**src/rtl/csr_snapshot_reader_if.sv**
```systemverilog
// Bundle between the snapshot reader, the CSR file's combinational read port and the trace consumer.
// The reader uses the master modport; the CSR file and the consumer use the slave modport.
interface csr_snapshot_reader_if #(
    parameter int DATA_WIDTH     = 32,
    parameter int CSR_ADDR_WIDTH = 12
);
    logic [CSR_ADDR_WIDTH-1:0] csr_raddr;
    logic [DATA_WIDTH-1:0]     csr_rdata;
    logic                      out_valid;
    logic                      out_ready;
    logic [CSR_ADDR_WIDTH-1:0] out_addr;
    logic [DATA_WIDTH-1:0]     out_data;
    logic                      out_last;

    modport master (
        output csr_raddr,
        input  csr_rdata,
        output out_valid,
        input  out_ready,
        output out_addr,
        output out_data,
        output out_last
    );

    modport slave (
        input  csr_raddr,
        output csr_rdata,
        input  out_valid,
        output out_ready,
        input  out_addr,
        input  out_data,
        input  out_last
    );
endinterface

```
**src/rtl/csr_snapshot_reader.sv**
```systemverilog
// Captures mcycle/stall/taken-branch in three back-to-back CSR reads, then streams
// the (address, data) pairs out over valid/ready.
module csr_snapshot_reader #(
    parameter int DATA_WIDTH     = 32,
    parameter int CSR_ADDR_WIDTH = 12,
    parameter int DROP_CNT_WIDTH = 8
) (
    input  logic                      clk_i,
    input  logic                      rst_i,
    input  logic                      start_i,
    output logic                      busy_o,
    output logic                      done_o,
    output logic [DROP_CNT_WIDTH-1:0] dropped_cnt_o,
    csr_snapshot_reader_if.master     bus
);
    localparam int NUM_CSR = 3;

    typedef enum logic [1:0] {
        ST_IDLE    = 2'd0,
        ST_CAPTURE = 2'd1,
        ST_STREAM  = 2'd2
    } state_t;

    state_t                    state_reg, state_next;
    logic [1:0]                idx_reg, idx_next;
    logic [DROP_CNT_WIDTH-1:0] drop_reg;
    logic                      done_reg;
    logic [DATA_WIDTH-1:0]     buf_data [NUM_CSR];
    logic [DATA_WIDTH-1:0]     beat_data;

    function automatic logic [CSR_ADDR_WIDTH-1:0] table_addr(input logic [1:0] i);
        case (i)
            2'd1:    table_addr = CSR_ADDR_WIDTH'(12'hB03);
            2'd2:    table_addr = CSR_ADDR_WIDTH'(12'hB04);
            default: table_addr = CSR_ADDR_WIDTH'(12'hB00);
        endcase
    endfunction

    always_ff @(posedge clk_i or posedge rst_i) begin
        if (rst_i) begin
            state_reg <= ST_IDLE;
            idx_reg   <= 2'd0;
        end else begin
            state_reg <= state_next;
            idx_reg   <= idx_next;
        end
    end

    // In STREAM out_valid is always high, so ready alone completes a beat.
    always_comb begin
        state_next = state_reg;
        idx_next   = idx_reg;
        case (state_reg)
            ST_IDLE: begin
                if (start_i) begin
                    state_next = ST_CAPTURE;
                    idx_next   = 2'd0;
                end
            end
            ST_CAPTURE: begin
                if (idx_reg == 2'd2) begin
                    state_next = ST_STREAM;
                    idx_next   = 2'd0;
                end else begin
                    idx_next = idx_reg + 2'd1;
                end
            end
            ST_STREAM: begin
                if (bus.out_ready) begin
                    if (idx_reg == 2'd2) begin
                        state_next = ST_IDLE;
                        idx_next   = 2'd0;
                    end else begin
                        idx_next = idx_reg + 2'd1;
                    end
                end
            end
            default: begin
                state_next = ST_IDLE;
                idx_next   = 2'd0;
            end
        endcase
    end

    always_comb begin
        beat_data = '0;
        case (idx_reg)
            2'd0:    beat_data = buf_data[0];
            2'd1:    beat_data = buf_data[1];
            2'd2:    beat_data = buf_data[2];
            default: beat_data = '0;
        endcase
    end

    always_comb begin
        busy_o        = (state_reg != ST_IDLE);
        done_o        = done_reg;
        dropped_cnt_o = drop_reg;
        bus.out_valid = (state_reg == ST_STREAM);
        bus.out_last  = (state_reg == ST_STREAM) && (idx_reg == 2'd2);
        bus.out_addr  = (state_reg == ST_STREAM) ? table_addr(idx_reg) : table_addr(2'd0);
        bus.out_data  = (state_reg == ST_STREAM) ? beat_data : '0;
        bus.csr_raddr = (state_reg == ST_CAPTURE) ? table_addr(idx_reg) : table_addr(2'd0);
    end

    // One capture register per table entry; each loads only in its own CAPTURE cycle.
    generate
        for (genvar gi = 0; gi < NUM_CSR; gi++) begin : g_buf
            logic [DATA_WIDTH-1:0] data_reg;
            always_ff @(posedge clk_i or posedge rst_i) begin
                if (rst_i) begin
                    data_reg <= '0;
                end else if (state_reg == ST_CAPTURE && idx_reg == 2'(gi)) begin
                    data_reg <= bus.csr_rdata;
                end
            end
            assign buf_data[gi] = data_reg;
        end
    endgenerate

    always_ff @(posedge clk_i or posedge rst_i) begin
        if (rst_i) begin
            drop_reg <= '0;
            done_reg <= 1'b0;
        end else begin
            done_reg <= (state_reg == ST_STREAM) && (idx_reg == 2'd2) && bus.out_ready;
            if (start_i && state_reg != ST_IDLE && drop_reg != {DROP_CNT_WIDTH{1'b1}}) begin
                drop_reg <= drop_reg + 1'b1;
            end
        end
    end
endmodule
```
**src/flat_wrapper.sv**
```systemverilog
// flat-port wrapper written by rule: the top's interface ports become plain ports
module csr_snapshot_reader_flat 
#(
    parameter int DATA_WIDTH     = 32,
    parameter int CSR_ADDR_WIDTH = 12,
    parameter int DROP_CNT_WIDTH = 8
)
  (clk_i, rst_i, start_i, busy_o, done_o, dropped_cnt_o, bus_csr_raddr, bus_csr_rdata, bus_out_valid, bus_out_ready, bus_out_addr, bus_out_data, bus_out_last);
  csr_snapshot_reader_if #(.DATA_WIDTH(DATA_WIDTH), .CSR_ADDR_WIDTH(CSR_ADDR_WIDTH)) bus_i ();
  input  logic clk_i;
  input  logic rst_i;
  input  logic start_i;
  output logic busy_o;
  output logic done_o;
  output logic [DROP_CNT_WIDTH-1:0] dropped_cnt_o;
  output wire logic [$bits(bus_i.csr_raddr)-1:0] bus_csr_raddr;
  input wire logic [$bits(bus_i.csr_rdata)-1:0] bus_csr_rdata;
  output wire logic [$bits(bus_i.out_valid)-1:0] bus_out_valid;
  input wire logic [$bits(bus_i.out_ready)-1:0] bus_out_ready;
  output wire logic [$bits(bus_i.out_addr)-1:0] bus_out_addr;
  output wire logic [$bits(bus_i.out_data)-1:0] bus_out_data;
  output wire logic [$bits(bus_i.out_last)-1:0] bus_out_last;
  assign bus_csr_raddr = bus_i.csr_raddr;
  assign bus_i.csr_rdata = bus_csr_rdata;
  assign bus_out_valid = bus_i.out_valid;
  assign bus_i.out_ready = bus_out_ready;
  assign bus_out_addr = bus_i.out_addr;
  assign bus_out_data = bus_i.out_data;
  assign bus_out_last = bus_i.out_last;
  csr_snapshot_reader #(.DATA_WIDTH(DATA_WIDTH), .CSR_ADDR_WIDTH(CSR_ADDR_WIDTH), .DROP_CNT_WIDTH(DROP_CNT_WIDTH)) u_core (.clk_i(clk_i), .rst_i(rst_i), .start_i(start_i), .busy_o(busy_o), .done_o(done_o), .dropped_cnt_o(dropped_cnt_o), .bus(bus_i));
endmodule
```
**config.mk**
```make
export PLATFORM = sky130hd
export DESIGN_NAME = csr_snapshot_reader_flat
export DESIGN_NICKNAME = d
export VERILOG_FILES = /design/src/rtl/csr_snapshot_reader_if.sv /design/src/rtl/csr_snapshot_reader.sv /design/src/flat_wrapper.sv
export SDC_FILE = /design/constraint.sdc
export NUM_CORES = 1
export LEC_CHECK = 0
export CAP_MARGIN = 0
export CORE_MARGIN = 5
export CORE_UTILIZATION = 57
export DETAILED_ROUTE_END_ITERATION = 7
export GPL_TIMING_DRIVEN = 0
export PLACE_DENSITY = 0.9
export SLEW_MARGIN = 15
export SYNTH_ARGS = -nofsm -noshare
export SYNTH_HDL_FRONTEND = slang
export SYNTH_SLANG_ARGS = --single-unit
```
**constraint.sdc**
```tcl
create_clock -name clk_i -period 6.2 [get_ports clk_i]
set_input_delay 0.93 -clock clk_i [delete_from_list [all_inputs] [get_ports clk_i]]
set_output_delay 0.93 -clock clk_i [all_outputs]
set_load 0.02 [all_outputs]
```
# After elaboration in Yosys (flattened, before gate mapping)
# Index checks and enable logic that the tools add are counted.
# totals
input_bits	36
reg_bits	109
output_inout_bits	68
elab_cells	44
# classes
mux	14
n_eq_ne	9
addsub	2
reduce_logical	12
# ops
operator	count
$pmux 32 s3	1
$mux 32	1
$mux 2	7
$pmux 2 s3	2
$add 8x1->8 const B	1
$ne 8x8->1 const B	1
$logic_and 1x1->1	7
$mux 3	2
$ne 2x1->1 const B	3
$pmux 3 s2	1
$eq 2x1->1 const B	2
$eq 2x2->1 const B	2
$logic_not 2->1	2
$reduce_and 4->1	1
$add 2x1->2 const B	1
$ne 2x2->1 const B	1
$reduce_and 2->1	1
$reduce_bool 2->1	1

# Longest topological paths before layout
# depth
ltp_word	4
depth_mapped	7
ltp_nobuf	6

# Worst setup path after synthesis
# No wires, ideal clock.
# synth_path
path_kind	reg-to-output
from	reg u_core.state_reg[0]
to	out bus_out_addr[1]
arrival_time_ns	1.691
required_time_ns	5.270
path_stages_with_launch	7
setup_slack_ns	3.579
path_buffers	3
cell_sequence	dfrtp_1 -> inv_1 -> ha_1 -> clkbuf_1 -> clkbuf_1 -> and2_1 -> buf_4
# synth_via
elab_chain_cells	2
# synth_rtl
item	line_no	rtl
from (decl)	csr_snapshot_reader.sv:24	state_t state_reg, state_next;
from (signal assigned)	csr_snapshot_reader.sv:44	state_reg <= state_next;
$eq 2x2->1	n/a	
via bus_out_valid	flat_wrapper.sv:18	output wire logic [$bits(bus_i.out_valid)-1:0] bus_out_valid;
$mux 3	csr_snapshot_reader.sv:101	bus.out_addr = (state_reg == ST_STREAM) ? table_addr(idx_reg) : table_addr(2'd0);
to (decl)	flat_wrapper.sv:20	output wire logic [$bits(bus_i.out_addr)-1:0] bus_out_addr;
# The timed path passes the listed nets, and every way through them passes these cells.

# Final worst setup path
# layout_path
from	reg u_core.state_reg[0]
to	out bus_out_addr[1]
# layout_via
elab_chain_cells	2
# layout_rtl
item	line_no
$eq 2x2->1	csr_snapshot_reader.sv:101
$mux 3	csr_snapshot_reader.sv:101
# No other way between the ends.

==> metrics.yaml <==
ios: 104
first_global_vias: 3974
crit_chain: "inv_1, ha_1, clkbuf_1, clkbuf_1, and2_1, buf_4, clkdlybuf4s50_1"
finalClockSkew_ps: 7.214
avgSynthCellArea_um2: 12.82
cts_buffer_depth: 2
grt_max_degree: 57
grt_usage_pct: 21.08
min_path_type: "flop to flop"
endpoint_kind: "primary output"
syn_inst: 445
numPortBuffers: 85
crit_path_max_fanout: 10
r2r_end: "u_core.state_reg[0]"
ys_seq_area_share_pct: 47.80
start_kind: "flop"
clkPwrFrac_pct: 12.8
report.final.slew_viol_count: 0
finalCriticalPeriod_ps: 3777
clock-root-buffer: "clkbuf_8"
chipHeight_um: 110.1
switching_share_pct: 33.37
worstMarginPinSlew_ps: 507.6
yosysUniqueCellTypes: 32
hold_viol: 0
dpl.cell_count: 680
htree_levels: 3
synth_warnings: 0
critPathKind: "flop to primary output"
drcViolationCount: 0
num_antenna_cells: 0
worst_path_max_delay_cell: "clkdlybuf4s50_1"
routedWlPerCell_um: 17.35
hold_depth: 1
min_period_over_period_pct: 60.92
grt_pass1_wl_um: 19750
powerDensity_mw_per_mm2: 459.4
p_seq_share_pct: 40.1
gr-total-overflow: 0
fin_cells: 696
rows: 36
die_w_um: 110.1
combPwrFrac_pct: 47.1
maxSlewHeadroom_pct: 66.16
ys_ff_latch: 109
worstReg2RegStart: "u_core.state_reg[0]"
start_util_pct: 58.38
final-setup-viol-count: 0
outcome: "finished, final reports clean"
postCtsSetupBuffers: 0
cap_violations: 0
ir_worst_vdd_uv: 247.0
r2r_cells: 5
syn_area_mm2: 0.005707
vias: 3621
gp_congestion: 0.7749
cts_tree: "built"
cts.sink_count: 109
dp_hpwl_um: 8404
fin_setup_tns_ps: 0
worst-endpoint-required_ps: 5270
antenna_found_initial: 0
via_per_inst: 5.203
p_int_mw: 2.144
postLayoutCoreUtil_pct: 71.66
p_switching_mw: 1.074
cts_hold_buf: 0
core-area_mm2: 0.009774
largest_reg_flops: 96
hold_start: "u_core.g_buf[2].data_reg[22]"
drt-total-wl_um: 12080
rsz0062_at_grt: "false"
drtAntennaViolNets: 0
insertion_delay_ps: 370
hold_end: "u_core.g_buf[2].data_reg[22]"
cp_common_cell: "clkbuf_1"
max_stage_delay_ps: 600
layout.nets: 599
cts_buffers: 9
arrival_ps: 2850
syn2layout_area_growth_pct: 22.74
drt_pre_antenna_iters: 4
drt-initial-drc-count: 132
cts_resized: 0
drive_gt1_share_pct: 28.60
dieArea_mm2: 0.01211
regToRegSetupSlack_ps: 4430
fmax_ghz: 0.2648
clkTransAtPathRegs_ps: 100
p_leak_nw: 3.264
whs_ps: 518.5
==> cell type report <==
class	instances	area, um2
Fill cell	675	2770
Sequential cell	109	2728
Multi-Input combinational cell	295	2646
Timing Repair Buffer	86	878.3
Buffer	46	351.6
Tap cell	133	166.4
Clock buffer	12	155.1
Inverter	11	46.29
Clock inverter	4	32.53
==> logic make-up after synthesis <==
family,count (synthesis),share of synthesized area (%)
AO/OA/AOI/OAI,42,3.727
XOR/XNOR,4,0.6140
buffers and inverters,57,6.885
flip-flops,109,47.80
AND/OR/NAND/NOR,94,8.617
adder cells (fa/ha/maj),5,1.096
multiplexers,132,31.13
other,2,0.1316
==> metrics by stage <==
step / setup WS, ps / total power [mW] / instance area (um2)
finish: 2423 / 3.218 / 7004
global placement: 1009 / 2.729 / 6784
CTS: 2396 / 3.230 / 7004
global route: 2230 / 3.405 / 7004
floorplan: 2396 / 2.425 / 5767
detailed placement: 2833 / 2.808 / 6817
==> worst max-delay path: cells and delay by family, from the launching register on <==
kind	cells	cell delay, ps
simple gates	1	240
fa+ha+maj	1	240
buf+inv	5	1590
flops	1	410
==> worst max-delay path by stage <==
stage / start / endpoint / slack (ps) / cells after the start
CTS: u_core.state_reg[0] / bus_out_addr[1] / 2400 / 7
global placement: rst_i / u_core.g_buf[2].data_reg[24] / 1010 / 2
finish: u_core.state_reg[0] / bus_out_addr[1] / 2420 / 7
global route: u_core.state_reg[0] / bus_out_addr[1] / 2230 / 7
detailed placement: u_core.state_reg[0] / bus_out_addr[1] / 2830 / 7
floorplan: rst_i / u_core.done_o / 2400 / 1
==> synth_stat cells (all sizes together) <==
library cell	count	share of area (%)
dfrtp	109	48
mux2	100	26
buf	39	5.7
nand2	38	2.6
and2	36	3.9
o21ai	36	3.2
mux2i	32	5.6
inv	11	0.72
clkbuf	7	0.46
nor2	6	0.57
a21oi	5	0.44
ha	5	1.1
nand3	5	0.44
and3	2	0.22
conb	2	0.13
nand4	2	0.22
nor2b	2	0.35
nor3	2	0.18
xnor2	2	0.31
xor2	2	0.31
a22oi	1	0.13
nand2b	1	0.11
==> power groups by stage <==
stage          sequential, mW  combinational [mW]  clock, mW
3_5_place_dp             1.29                1.52          0
2_1_floorplan            1.25                1.18          0
3_3_place_gp             1.26                1.47          0
5_1_grt                  1.33                1.63      0.443
4_1_cts                  1.28                1.53      0.418
6_report                 1.29                1.52      0.412
==> per-layer routing <==
layer	GRT usage [%]	vias to the layer above	routed length (um)
met3	4.193	14	587
met2	35.88	97	5935
met1	27.48	1818	5419
li1	-	1692	-
met5	0	-	0
met4	5.877	0	134
==> layout by cell type (no fill, tap or decap), types with 4 or more instances in the layout <==
cell type and n:
dfrtp_1 109, mux2_4 88, clkdlybuf4s50_1 85, and2_1 36
nand2_1 36, o21ai_0 35, mux2i_1 32, buf_4 27
conb_1 18, mux2_2 11, clkbuf_8 11, buf_6 10
inv_1 9, clkbuf_1 8, nand3_1 5, a21oi_1 5
ha_1 5, nor2_1 4
Power figures use the tool's default switching activity.
